==> src/rtl/mem_bus_arbiter.sv <==
// mem_bus_arbiter: shares one single-port memory between the CPU fetch and data ports
// Ports: inclk/rstn clock and async active-low reset; if_* fetch port (req/addr in, rdata/ready out);
// d_* data port (req/we/be/addr/wdata in, rdata/ready out); stall freezes the core while a request
// is pending; m_* memory side (cs/we/be/addr/wdata out, rdata in, combinational from m_addr).
module mem_bus_arbiter #(
  parameter int ADDR_W = 32,
  parameter int DATA_W = 32,
  parameter int WAIT_STATES = 1,
  parameter int DATA_PRIORITY = 1,
  localparam int BE_W = DATA_W / 8
) (
  input  logic              inclk,
  input  logic              rstn,
  input  logic              if_req,
  input  logic [ADDR_W-1:0] if_addr,
  output logic [DATA_W-1:0] if_rdata,
  output logic              if_ready,
  input  logic              d_req,
  input  logic              d_we,
  input  logic [BE_W-1:0]   d_be,
  input  logic [ADDR_W-1:0] d_addr,
  input  logic [DATA_W-1:0] d_wdata,
  output logic [DATA_W-1:0] d_rdata,
  output logic              d_ready,
  output logic              stall,
  output logic              m_cs,
  output logic              m_we,
  output logic [BE_W-1:0]   m_be,
  output logic [ADDR_W-1:0] m_addr,
  output logic [DATA_W-1:0] m_wdata,
  input  logic [DATA_W-1:0] m_rdata
);
  typedef enum logic [1:0] {IDLE, BUSY, DONE} state_t;
  state_t state_q, state_d;
  logic [3:0] cnt_q, cnt_d;
  logic last_q, last_d;
  logic gnt_q, gnt_d;
  logic we_q, we_d;
  logic [BE_W-1:0] be_q, be_d;
  logic [ADDR_W-1:0] addr_q, addr_d;
  logic [DATA_W-1:0] wdata_q, wdata_d, if_rdata_q, if_rdata_d, d_rdata_q, d_rdata_d;
  logic pick;
  logic busy;
  // 1 selects the data port; under round-robin the data port wins a tie only if the fetch port went last
  assign pick = d_req & (~if_req | (DATA_PRIORITY != 0) | ~last_q);
  assign busy = state_q == BUSY;
  always_comb begin
    state_d = state_q;
    cnt_d = cnt_q;
    last_d = last_q;
    gnt_d = gnt_q;
    we_d = we_q;
    be_d = be_q;
    addr_d = addr_q;
    wdata_d = wdata_q;
    if_rdata_d = if_rdata_q;
    d_rdata_d = d_rdata_q;
    case (state_q)
      IDLE: if (if_req | d_req) begin
        state_d = BUSY;
        cnt_d = 4'(WAIT_STATES);
        last_d = pick;
        gnt_d = pick;
        we_d = pick & d_we;
        be_d = pick ? d_be : '0;
        addr_d = pick ? d_addr : if_addr;
        wdata_d = pick ? d_wdata : '0;
      end
      BUSY: if (cnt_q != 0) cnt_d = cnt_q - 4'd1;
      else begin
        state_d = DONE;
        d_rdata_d = gnt_q ? m_rdata : d_rdata_q;
        if_rdata_d = gnt_q ? if_rdata_q : m_rdata;
      end
      default: state_d = IDLE;
    endcase
  end
  always_ff @(posedge inclk or negedge rstn) begin
    if (!rstn) begin
      state_q <= IDLE;
      cnt_q <= '0;
      last_q <= 1'b0;
      gnt_q <= 1'b0;
      we_q <= 1'b0;
      be_q <= '0;
      addr_q <= '0;
      wdata_q <= '0;
      if_rdata_q <= '0;
      d_rdata_q <= '0;
    end else begin
      state_q <= state_d;
      cnt_q <= cnt_d;
      last_q <= last_d;
      gnt_q <= gnt_d;
      we_q <= we_d;
      be_q <= be_d;
      addr_q <= addr_d;
      wdata_q <= wdata_d;
      if_rdata_q <= if_rdata_d;
      d_rdata_q <= d_rdata_d;
    end
  end
  // the write strobe is confined to the final BUSY cycle so each write lands exactly once
  assign m_cs = busy;
  assign m_we = busy & (cnt_q == 0) & we_q;
  assign m_be = busy ? be_q : '0;
  assign m_addr = busy ? addr_q : '0;
  assign m_wdata = busy ? wdata_q : '0;
  assign if_ready = (state_q == DONE) & ~gnt_q;
  assign d_ready = (state_q == DONE) & gnt_q;
  assign if_rdata = if_rdata_q;
  assign d_rdata = d_rdata_q;
  assign stall = (if_req & ~if_ready) | (d_req & ~d_ready);
endmodule

==> config.mk <==
export PLATFORM = sky130hd
export DESIGN_NAME = mem_bus_arbiter
export DESIGN_NICKNAME = d
export VERILOG_FILES = /design/src/rtl/mem_bus_arbiter.sv
export SDC_FILE = /design/constraint.sdc
export NUM_CORES = 1
export LEC_CHECK = 0
export ABC_AREA = 1
export BUFFER_PORTS_ARGS = -buffer_cell sky130_fd_sc_hd__buf_2
export CAP_MARGIN = 0
export CORE_ASPECT_RATIO = 1.25
export CORE_MARGIN = 1.5
export CORE_UTILIZATION = 51
export CTS_BUF_LIST = sky130_fd_sc_hd__clkbuf_16
export DETAILED_ROUTE_END_ITERATION = 7
export PLACE_DENSITY_LB_ADDON = 0.3
export SETUP_SLACK_MARGIN = 0.05
export SLEW_MARGIN = 20
export SYNTH_ARGS = -nofsm -noshare
export SYNTH_HDL_FRONTEND = slang
export SYNTH_SLANG_ARGS = --single-unit
==> constraint.sdc <==
create_clock -name inclk -period 3.1 [get_ports inclk]
set_input_delay 0.62 -clock inclk [delete_from_list [all_inputs] [get_ports inclk]]
set_output_delay 0.62 -clock inclk [all_outputs]
set_load 0.02 [all_outputs]
==> out/results.ini <==
[outcome]
status = finished clean

[die]
fp.dieW_um = 101
dieArea_um2 = 12600
die_height_um = 125
num_io_pins = 274
core-area_um2 = 11600
initial_core_util = 0.525
row_count = 44

[pwr]
peakVddDrop_mv = 0.766
power_leakage_nw = 4.54
powerDensity_nw_per_um2 = 1150

[critical_path]
cp-endpoint = m_wdata[30]
startpoint = state_q[0]$_DFFE_PN0P_
cp-start-kind = flip-flop
path_max_fanout = 31
arrival_ps = 1910
path_class = flip-flop to output port
rr_worst_depth = 8
worstPathRequired_ps = 2480
r2r_start = state_q[1]$_DFFE_PN0P_
cp-end-kind = output port
rr_endpoint = d_rdata[3]$_DFFE_PN0P_
reg2reg_slack_ps = 910

[sta]
fmax_ghz = 0.395
tns_ps = 0
tightestPinTransition_ps = 748
finalSetupViolations = 0
max-slew-margin-rel = 0.502
finalMaxSlewViolations = 0
finalHoldViolCount = 0
fin_worst_skew_ps = 7.11
final.min_clock_period_ps = 2530
rsz0062_at_grt = no
fin_crit_sh = 0.816

[layout]
finalNonFillerCells = 1158
nets = 1125
area_growth_pct = 33.0
layout-drive-gt1-share = 0.321
diodes = 0

[place]
io_buffers = 273
dpl.hpwl_um = 11500
place.gp.congestion = 0.810
dp.cells = 1128

[cts]
cts_sinks = 140
post_cts_buffers = 0
h-tree-depth = 4
cts-buffers-inserted = 17
worstSkewPairLatency_ps = 400
cts-resized-gates = 0
clk_path_buf_depth = 2
ctsHoldBuffers = 0
cts_tree = yes
path_clk_slew_ps = 60
cts_root_buf = clkbuf_16

[logic_synthesis]
ys_seq_area_frac = 0.574
synth_top_area_frac = 0.574
synth_edf_count = 0
synthCells = 727
ys_types = 21
yosys.area.top_type = dfrtp_1
yosysWarnings = 0
syn_nets = 866
synth_common_cells = dfrtp_1, nor2_1, inv_1
syn_area_per_cell_um2 = 8.39
async_flop_share = 1.00
synth.cell_area_um2 = 6100
synth_most_common_cell = dfrtp_1
synth_flop_cell = dfrtp_1
synthTopCellsByArea = dfrtp_1, nor2_1, inv_1, nand2_1, o21ai_1
ys_ff_latch = 140

[routing]
wl_per_cell_um = 14.0
routed_via_density = 4.92
ant_nets = 0
num_vias = 5695
drt_iter0_drc = 321
routed_wl_um = 16200
drcViolationCount = 0
firstDrtPassIters = 5

[global_route]
first_global_vias = 5519
grt_pass1_wl_um = 26300
groute.usage.overall = 0.266
grt_remaining_overflow = 0
grt_start_max_net_pins = 71
antenna_found_initial = 0

[job]
cap_violations = 0

[worst_hold_path]
hold_path.class = input port to async pin

==> registers in the layout, indices dropped and copies added, names as in the netlist <==
register	count
addr_q	32
be_q	4
cnt_q	4
d_rdata	32
gnt_q	1
if_rdata	32
state_q	2
wdata_q	32
we_q	1
==> worst min path at each step <==
stage,to,slack (ps)
global route,d_rdata[23]$_DFFE_PN0P_,240
finish,d_rdata[23]$_DFFE_PN0P_,210
floorplan,addr_q[0]$_DFFE_PN0P_,320
CTS,d_rdata[23]$_DFFE_PN0P_,220
detailed placement,addr_q[25]$_DFFE_PN0P_,470
global placement,addr_q[11]$_DFFE_PN0P_,460
==> cell usage in the layout, fill, tap and decap left out <==
| cell | synthesis | layout |
|---|---|---|
| buf_2 | 26 | 272 |
| dfrtp_1 | 140 | 140 |
| nor2_1 | 138 | 138 |
| inv_1 | 109 | 109 |
| nand2_1 | 103 | 103 |
| o21ai_1 | 67 | 67 |
| nand3_1 | 39 | 39 |
| o21ai_0 | 39 | 39 |
| o31ai_1 | 32 | 32 |
| clkbuf_16 | 0 | 17 |
| buf_4 | 1 | 11 |
| clkinv_2 | 0 | 5 |
| clkinv_4 | 0 | 4 |
| nand2_2 | 3 | 3 |
| nor3_1 | 3 | 3 |
| ha_1 | 2 | 2 |
| clkinv_1 | 0 | 2 |
| o22ai_1 | 1 | 1 |
| nor2_2 | 1 | 1 |
| o21ai_4 | 0 | 1 |
| inv_2 | 1 | 1 |
| nor2_4 | 1 | 1 |
| xor2_1 | 1 | 1 |
| nand4_1 | 1 | 1 |
| clkinvlp_4 | 0 | 1 |
| bufinv_16 | 0 | 1 |
| buf_6 | 0 | 1 |
| buf_12 | 0 | 1 |
==> metrics by stage <==
| stage | cell area, um^2 | setup slack [ps] | utilization | hold WS [ps] | total power [mW] |
|---|---|---|---|---|---|
| 6_report | 8110 | 570 | 0.698 | 207 | 9.31 |
| 5_1_grt | 8110 | 427 | 0.698 | 236 | 10.0 |
| 4_1_cts | 8110 | 554 | 0.698 | 225 | 9.38 |
| 3_5_place_dp | 7580 | 922 | 0.652 | 468 | 7.53 |
| 3_3_place_gp | 7580 | 1010 | 0.652 | 464 | 7.41 |
| 2_1_floorplan | 6100 | 1080 | - | 324 | 6.05 |
==> worst max-delay path, stage by stage, from the launching register on <==
cell and delay (ps):
dfrtp_1 420, nand2_2 420, buf_4 390, nor2_1 100, buf_2 170
==> where the power goes <==
group / switching, mW / internal [mW] / total (mW) / leakage (nW)
Combinational: 2.99 / 1.39 / 4.38 / 2.55
Sequential: 0.406 / 2.72 / 3.12 / 1.73
Clock: 0.730 / 1.08 / 1.81 / 0.263
==> layer usage <==
layer | GRT usage | share of wire | vias up | wire length [um]
li1 | - | - | 2789 | -
met1 | 0.323 | 0.39 | 2656 | 6350
met2 | 0.450 | 0.51 | 221 | 8290
met3 | 0.0710 | 0.071 | 29 | 1150
met4 | 0.0961 | 0.026 | 0 | 418
met5 | 0 | 0 | - | 0
==> final cells by class <==
| class | instances | area (um^2) |
|---|---|---|
| fillers | 976 | 3510 |
| flip-flops and latches | 140 | 3500 |
| multi-input cells | 432 | 1980 |
| repair buffers | 285 | 1480 |
| clock buffers | 17 | 425 |
| inverters | 110 | 413 |
| well taps | 161 | 201 |
| clock inverters | 13 | 105 |
==> kinds of logic after synthesis <==
group,after synthesis,share of synthesized area
buffers and inverters,155,0.101
flip-flops,140,0.574
AND/OR/NAND/NOR,289,0.190
AO/OA/AOI/OAI,140,0.129
XOR/XNOR,1,0.00144
adder cells (fa/ha/maj),2,0.00410
(Power assumes the default switching activity.)
